### src/rtl/ram_arb.sv
// Single-port character RAM arbiter: display (0) wins outright, requesters 1..3 are round-robin, and bursts are capped at MAX_BURST beats.
// Optional macro RAM_ARB_TIMEOUT_EN revokes a grant that has seen no beat for TIMEOUT consecutive cycles.
module ram_arb #(
  parameter int ADDR_W    = 12,
  parameter int DATA_W    = 8,
  parameter int MAX_BURST = 8,
  parameter int TIMEOUT   = 16
) (
  input  logic                clk,
  input  logic                rst,
  input  logic [3:0]          req,
  input  logic [3:0]          valid,
  input  logic [3:0]          last,
  input  logic [3:0]          we,
  input  logic [4*ADDR_W-1:0] addr,
  input  logic [4*DATA_W-1:0] wdata,
  output logic [3:0]          gnt,
  output logic                ram_en,
  output logic                ram_we,
  output logic [ADDR_W-1:0]   ram_addr,
  output logic [DATA_W-1:0]   ram_wdata,
  output logic [3:0]          rvalid,
  output logic                abort
);

  typedef enum logic {IDLE, BURST} state_t;

  state_t            state, state_nx;
  logic [1:0]        owner, owner_nx;
  logic [1:0]        rr_ptr, rr_nx;
  logic [7:0]        beat_cnt, beat_cnt_nx;
  logic [3:0]        gnt_nx;
  logic [3:0]        rvalid_nx;
  logic              abort_nx;
  logic              beat;
  logic              timeout_hit;
  logic              found;
  logic [2:0]        cand;
  logic [ADDR_W-1:0] addr_q;
  logic [DATA_W-1:0] wdata_q;

  if (MAX_BURST < 2 || MAX_BURST > 255) begin : g_chk_burst
    $error("ram_arb: MAX_BURST must be in 2..255");
  end
  if (TIMEOUT < 1) begin : g_chk_tout
    $error("ram_arb: TIMEOUT must be at least 1");
  end

  // gnt is one-hot with owner, so a beat needs only the owner's valid bit
  assign beat      = gnt[owner] & valid[owner];
  assign ram_en    = beat;
  assign ram_we    = beat & we[owner];
  assign ram_addr  = beat ? addr[owner*ADDR_W +: ADDR_W]  : addr_q;
  assign ram_wdata = beat ? wdata[owner*DATA_W +: DATA_W] : wdata_q;

`ifdef RAM_ARB_TIMEOUT_EN
  localparam int IW = $clog2(TIMEOUT + 1);
  logic [IW-1:0] idle_cnt;

  always_ff @(posedge clk or posedge rst) begin
    if (rst)
      idle_cnt <= '0;
    else if (state != BURST || beat)
      idle_cnt <= '0;
    else
      idle_cnt <= idle_cnt + 1'b1;
  end

  assign timeout_hit = (state == BURST) && !beat && (idle_cnt == IW'(TIMEOUT - 1));
`else
  assign timeout_hit = 1'b0;
`endif

  always_comb begin
    state_nx    = state;
    owner_nx    = owner;
    rr_nx       = rr_ptr;
    beat_cnt_nx = beat_cnt;
    gnt_nx      = gnt;
    rvalid_nx   = 4'b0000;
    abort_nx    = 1'b0;
    found       = 1'b0;
    cand        = 3'd0;

    if (beat && !we[owner])
      rvalid_nx[owner] = 1'b1;

    case (state)
      IDLE: begin
        beat_cnt_nx = 8'd0;
        if (req[0]) begin
          state_nx = BURST;
          owner_nx = 2'd0;
          gnt_nx   = 4'b0001;
        end else begin
          for (int k = 0; k < 3; k++) begin
            cand = {1'b0, rr_ptr} + 3'(k);
            if (cand > 3'd3)
              cand = cand - 3'd3;
            if (!found && req[cand[1:0]]) begin
              found    = 1'b1;
              state_nx = BURST;
              owner_nx = cand[1:0];
              gnt_nx   = 4'b0001 << cand[1:0];
              rr_nx    = (cand == 3'd3) ? 2'd1 : cand[1:0] + 2'd1;
            end
          end
        end
      end
      BURST: begin
        if (beat) begin
          beat_cnt_nx = beat_cnt + 8'd1;
          if (last[owner]) begin
            state_nx = IDLE;
            gnt_nx   = 4'b0000;
          end else if (beat_cnt_nx == 8'(MAX_BURST)) begin
            state_nx = IDLE;
            gnt_nx   = 4'b0000;
            abort_nx = 1'b1;
          end
        end else if (timeout_hit) begin
          state_nx = IDLE;
          gnt_nx   = 4'b0000;
          abort_nx = 1'b1;
        end
      end
      default: begin
        state_nx = IDLE;
        gnt_nx   = 4'b0000;
      end
    endcase
  end

  always_ff @(posedge clk or posedge rst) begin
    if (rst) begin
      state    <= IDLE;
      owner    <= 2'd0;
      rr_ptr   <= 2'd1;
      beat_cnt <= 8'd0;
      gnt      <= 4'b0000;
      rvalid   <= 4'b0000;
      abort    <= 1'b0;
    end else begin
      state    <= state_nx;
      owner    <= owner_nx;
      rr_ptr   <= rr_nx;
      beat_cnt <= beat_cnt_nx;
      gnt      <= gnt_nx;
      rvalid   <= rvalid_nx;
      abort    <= abort_nx;
    end
  end

  // Address and data hold their last beat value between beats
  always_ff @(posedge clk or posedge rst) begin
    if (rst) begin
      addr_q  <= '0;
      wdata_q <= '0;
    end else if (beat) begin
      addr_q  <= ram_addr;
      wdata_q <= ram_wdata;
    end
  end

endmodule

### config.mk
export PLATFORM = sky130hd
export DESIGN_NAME = ram_arb
export DESIGN_NICKNAME = d
export VERILOG_FILES = /design/src/rtl/ram_arb.sv
export SDC_FILE = /design/constraint.sdc
export NUM_CORES = 1
export LEC_CHECK = 0
export CORE_ASPECT_RATIO = 1.5
export CORE_MARGIN = 2
export CORE_UTILIZATION = 42
export DETAILED_ROUTE_END_ITERATION = 10
export GPL_TIMING_DRIVEN = 0
export PLACE_DENSITY = 0.92
export RECOVER_POWER = 25
export SETUP_SLACK_MARGIN = 0.5
export SYNTH_ARGS = -nofsm -noshare
export SYNTH_HDL_FRONTEND = slang
export SYNTH_SLANG_ARGS = --single-unit
export TNS_END_PERCENT = 1
### constraint.sdc
create_clock -name clk -period 4.1 [get_ports clk]
set_input_delay 1.23 -clock clk [delete_from_list [all_inputs] [get_ports clk]]
set_output_delay 1.23 -clock clk [all_outputs]
set_load 0.01 [all_outputs]
Yosys cells after proc, flatten, opt, wreduce, memory -nomap -nowiden

Index checks and enable logic that the tools add are counted.

Order comparisons: 8
Shift operators: 5
Bitwise logic cells: 4
Reduce and logical (&&, ||, !) cells: 12
Add/sub/neg operators: 9
Eq/ne operators: 7
Multiply operators: 1
Mux-type cells: 65

Operators by type and width:

| kind                                                           | count |
|---|---|
| variable part select 48 x 7 -> 12 bit                          | 1 |
| 2-to-1 mux 4 bit                                               | 8 |
| variable part select 32 x 6 -> 8 bit                           | 1 |
| 2-to-1 mux 3 bit                                               | 9 |
| 2-to-1 mux 1 bit                                               | 24 |
| 2-to-1 mux 2 bit                                               | 10 |
| 2-to-1 mux 8 bit                                               | 2 |
| case mux 8 bit (2 select lines)                                | 1 |
| binary-select mux 1 bit (select 2 bit)                         | 7 |
| less-than comparator 2 x 3 -> 1 bit (second input constant)    | 4 |
| 2-to-1 mux 12 bit                                              | 1 |
| << shifter 1 x 2 -> 4 bit (first input constant)               | 3 |
| equality test 3 x 2 -> 1 bit (second input constant)           | 3 |
| adder 8 x 1 -> 8 bit (second input constant)                   | 1 |
| equality test 8 x 4 -> 1 bit (second input constant)           | 1 |
| case mux 4 bit (2 select lines)                                | 1 |
| adder 2 x 1 -> 2 bit (second input constant)                   | 3 |
| greater-than comparator 3 x 2 -> 1 bit (second input constant) | 2 |
| AND reduction 3 bit                                            | 2 |
| subtractor 3 x 2 -> 3 bit (second input constant)              | 2 |
| != test 5 bit (second input constant)                          | 1 |
| logical AND 1 bit                                              | 4 |
| multiplier 2 x 2 -> 4 bit (second input constant)              | 1 |
| nonzero test 4 bit                                             | 1 |
| 14 further kinds                                               | 18 |

Register bits: 42
Input port bits: 98
Logic and storage cells: 120
Output and inout bits: 31

Logic depth before layout (Yosys ltp)

Depth after elaboration: 19
Gate-level depth with buffers: 9
Depth with buffers taken out: 8

Least setup slack after synthesis

OpenSTA, ideal clock, no wires.

Path kind: input to output
Start: input port valid[3]
End: output port ram_addr[3]
Cell stages on the path: 7
Data required time: 2.870 ns
Setup slack: 0.339 ns
Path buffers: 2
Arrival: 2.531 ns
Cell sequence: nand3_1 -> o21ai_0 -> mux2i_1 -> inv_1 -> buf_2 -> buf_2 -> mux2_2

Longest elaborated chain between the ends: 4

Ends and longest elaborated chain:

| element                                | RTL line | text |
|---|---|---|
| start, declared                        | 12       | `input logic [3:0] valid,` |
| binary-select mux 1 bit (select 2 bit) | 50       | `assign beat = gnt[owner] & valid[owner];` |
| 2-to-1 mux 1 bit (implied by the code) | 50       |  |
| bitwise AND 1 bit                      | 50       |  |
| via ram_en                             | 18       | `output logic ram_en,` |
| 2-to-1 mux 12 bit                      | 53       | `assign ram_addr = beat ? addr[owner*ADDR_W +: ADDR_W] : addr_q;` |
| end, declared                          | 20       | `output logic [ADDR_W-1:0] ram_addr,` |

The timed path passes the listed nets, and every way through them passes these cells. The select of a mux whose other input is x is not followed.

Final worst setup path

Start: register owner[1]
End: output port ram_addr[4]

Longest elaborated chain between the ends: 4
Elaborated cells on any way between the ends: 8
Classes of those cells: mul (1); shift (1); mux (5); bitwise (1)

Ends and longest elaborated chain:

| element                                                                           | RTL line | text |
|---|---|---|
| start, declared                                                                   | 29       | `logic [1:0] owner, owner_nx;` |
| start signal, assigned                                                            | 145      | `owner <= owner_nx;` |
| parallel branches: the longest is 3 deep, another holds multiplier 2 x 2 -> 4 bit | -        |  |
| 2-to-1 mux 12 bit (*)                                                             | 53       |  |

Mark *: on every way between the ends. The select of a mux whose other input is x is not followed.

==> qor.json <==
{
  "ir_drop": {"value": 401, "unit": "µV"},
  "pin_count_of_the_biggest_net_entering_global_routing": {"value": 43},
  "hold_bufs_inserted_after_cts": {"value": 0},
  "initial_util": {"value": 43.5, "unit": "%"},
  "cts_root_buf": {"value": "clkbuf_8"},
  "synthesis.nets": {"value": 330},
  "timing.final.ws_setup": {"value": 176, "unit": "ps"},
  "gp_routability_congestion": {"value": 0.822},
  "die_area": {"value": 7460, "unit": "µm²"},
  "critPathKind": {"value": "flip-flop to output pin"},
  "final-setup-viol-count": {"value": 0},
  "main_combinational_cell_family_by_area_after_synthesis": {"value": "multiplexers"},
  "p_total": {"value": 3.28, "unit": "mW"},
  "end_kind": {"value": "output pin"},
  "worst_clock_skew": {"value": 19.5, "unit": "ps"},
  "worst_hold_path.num_cells": {"value": 1},
  "max_slew.worst_pin.slew": {"value": 1650, "unit": "ps"},
  "cts.clk_slew.worst_paths": {"value": 100, "unit": "ps"},
  "max_cap_viol_count": {"value": 1},
  "detail_route.vias_per_cell": {"value": 6.30},
  "critical_path_maximum_fanout": {"value": 10},
  "cp_num_buf_inv": {"value": 3},
  "synth_top_cell_area_share": {"value": 36.1, "unit": "%"},
  "synth.area.mux_share": {"value": 37.9, "unit": "%"},
  "synthCells": {"value": 227},
  "synthSimpleGateAreaFrac": {"value": 9.68, "unit": "%"},
  "timing.setup.tns": {"value": 0, "unit": "ps"},
  "failed_checks": {"value": "max-capacitance violations, max-slew violations"},
  "status": {"value": "finished, violations left"},
  "clock_tree.buffer_depth": {"value": 2},
  "cts_num_sinks": {"value": 42},
  "die_y": {"value": 105, "unit": "µm"},
  "clock_latency_late_sink": {"value": 310, "unit": "ps"},
  "worstSetupStartpointType": {"value": "flip-flop"},
  "detail_route.drc_violations": {"value": 0},
  "sequential_cell_area": {"value": 1050, "unit": "µm²"},
  "routed-via-count": {"value": 3136},
  "rel_slew_slack": {"value": -9.91, "unit": "%"},
  "die_w": {"value": 71.2, "unit": "µm"},
  "dp_wirelength": {"value": 6.55, "unit": "mm"},
  "synth_area": {"value": 2840, "unit": "µm²"},
  "place.detailed.instances": {"value": 431},
  "cts.htree.levels": {"value": 2},
  "report.final.slew_viol_count": {"value": 43},
  "critical_path_depth": {"value": 5},
  "grt.total_usage": {"value": 33.5, "unit": "%"},
  "postSynth.asyncResetShare": {"value": 100, "unit": "%"},
  "synth.distinct_cells": {"value": 42},
  "timing.reg2reg.worst_path_depth": {"value": 23},
  "r2r_setup_slack": {"value": 730, "unit": "ps"},
  "number_of_enable_flip_flop_cells_after_synthesis": {"value": 0},
  "clock_tree_from_tritoncts": {"value": "done"},
  "pre_cts_slack": {"value": -639, "unit": "ps"},
  "critPathSlowestCell": {"value": "dfrtp_1"},
  "grt_antenna_before_repair": {"value": 1},
  "worst_r2r_startpoint": {"value": "gnt[0]"},
  "layout.cell_area.non_filler": {"value": 5080, "unit": "µm²"},
  "synth_top_cells_by_area": {"value": "dfrtp_1 (36%), mux4_2 (18%), mux2_2 (16%)"},
  "cp_data_arrival_time": {"value": 2690, "unit": "ps"},
  "detailed_place.area": {"value": 4260, "unit": "µm²"},
  "core_area": {"value": 6530, "unit": "µm²"},
  "wire_length_of_the_first_global_routing_pass": {"value": 19.0, "unit": "mm"},
  "final_antenna_net_count": {"value": 0},
  "min_to": {"value": "addr_q[2]"},
  "timing.final.hold_violations": {"value": 0},
  "fin_crit_sh": {"value": 95.7, "unit": "%"},
  "cpLargestDelayFamily": {"value": "buffers and inverters"},
  "timing.hold.ws": {"value": 519, "unit": "ps"},
  "power_leakage": {"value": 2.21, "unit": "nW"},
  "port-buffer-count": {"value": 128},
  "syn_avg_cell_area": {"value": 12.5, "unit": "µm²"},
  "synth.largest_area_cell": {"value": "dfrtp_1"},
  "final_util": {"value": 77.9, "unit": "%"},
  "worstHoldStart": {"value": "addr_q[2]"},
  "max_clock_freq": {"value": 255, "unit": "MHz"},
  "std_cell_rows": {"value": 36},
  "hold_path_class": {"value": "flip-flop to flip-flop"},
  "stdcell_count": {"value": 498},
  "final_layout_size_suffix_gt1_share": {"value": 43.8, "unit": "%"},
  "route.detailed.wl_per_inst": {"value": 26.5, "unit": "µm"},
  "post_synth_fa_ha_maj_area_fraction": {"value": 2.20, "unit": "%"},
  "sequential_cell_area_fraction_in_the_yosys_report": {"value": 37.0, "unit": "%"},
  "area_growth_syn_to_layout": {"value": 78.8, "unit": "%"},
  "fillers": {"value": 322},
  "rr_endpoint": {"value": "rvalid[0]"},
  "critical_path.max_stage_delay": {"value": 570, "unit": "ps"},
  "synth_seq_cells": {"value": 42},
  "cts_made_buffers": {"value": 5},
  "synth.yosys.warnings": {"value": 0},
  "iter_0_drt_violations": {"value": 220},
  "synth-compound-area-share": {"value": 7.00, "unit": "%"},
  "worst-endpoint-required": {"value": 2870, "unit": "ps"},
  "gr-total-overflow": {"value": 0},
  "power_density": {"value": 645, "unit": "nW/µm²"},
  "dr.pass1.iters": {"value": 5},
  "multiInputGateArea": {"value": 1840, "unit": "µm²"},
  "routed_wl": {"value": 13.2, "unit": "mm"},
  "grt_setup_unrepaired": {"value": "yes"},
  "min_period": {"value": 3920, "unit": "ps"},
  "top_level_ports": {"value": 129},
  "count_of_nets_after_finishing": {"value": 522},
  "synth_top_cells_by_count": {"value": "dfrtp_1 (41), mux2_2 (41), mux4_2 (23), nand2_1 (11), nor2_1 (10)"},
  "timing.critical_path.cells": {"value": "buf_2 > clkbuf_1 > mux4_2 > mux2_4 > buf_6"},
  "grt_pass1_vias": {"value": 3421},
  "synthXorXnorAreaFrac": {"value": 2.16, "unit": "%"},
  "yosys_most_used_dff": {"value": "dfrtp_1"}
}
cells in the final DEF (no fill, tap or decap), types with 6 or more instances in the layout:
| cell type | count |
|---|---|
| buf_8 | 6 |
| o21ai_0 | 7 |
| inv_1 | 7 |
| mux2_2 | 22 |
| nand2_1 | 9 |
| mux4_2 | 23 |
| clkdlybuf4s50_1 | 78 |
| buf_4 | 36 |
| buf_6 | 42 |
| nor2_1 | 10 |
| mux2_4 | 20 |
| dfrtp_1 | 41 |
| dlygate4sd2_1 | 19 |
| a21oi_1 | 9 |
kinds of logic (layout without fill, tap and decap cells):
| group | after synthesis | count (layout) |
|---|---|---|
| mux | 70 | 70 |
| simple gates | 50 | 50 |
| flops | 42 | 42 |
| compound gates | 31 | 31 |
| buf+inv | 22 | 215 |
| xor+xnor | 7 | 7 |
| fa+ha+maj | 5 | 5 |
| other cells | 0 | 2 |
worst max-delay path by stage:
stage | slack [ps] | from | endpoint
detailed placement | -640 | valid[3] | ram_wdata[7]
global route | 130 | owner[1] | ram_addr[4]
finish | 180 | owner[1] | ram_addr[4]
floorplan | 510 | valid[1] | ram_addr[0]
CTS | 350 | valid[2] | ram_addr[8]
global placement | -610 | valid[3] | ram_addr[0]
layer usage:
metal / track usage (%) / share of wire [%] / vias up
li1: - / - / 1257
met1: 35.1 / 32 / 1525
met2: 58.8 / 51 / 259
met3: 8.49 / 8.4 / 95
met4: 19.7 / 8.5 / 0
met5: 0 / 0 / -
registers in the layout (all words and copies together), names as in the netlist:
name,count
abort,1
owner,2
state,1
addr_q,12
wdata_q,8
beat_cnt,8
rr_ptr,2
gnt,4
rvalid,4
final cells by class:
cell class	instances	share of cell area, %
clock buffer	5	1.35
clock inverter	3	0.886
tap	76	1.87
buffer	14	2.53
antenna	2	0.0984
multi-input combinational	163	36.1
inverter	8	0.591
timing repair buffer	185	35.9
sequential	42	20.7
power breakdown:
group | switching [mW] | leakage (nW) | total [mW] | internal, mW
registers | 0.157 | 0.528 | 0.725 | 0.568
clock network | 0.162 | 0.0504 | 0.344 | 0.181
logic | 0.936 | 1.63 | 2.21 | 1.27
total | 1.26 | 2.21 | 3.28 | 2.02
repair_timing:
action	CTS	global route
pin swaps	4	3
setup endpoints to repair	22	23
gates resized for setup	172	37
setup buffers	53	3
cloned	1	0
Power figures use the tool's default switching activity.
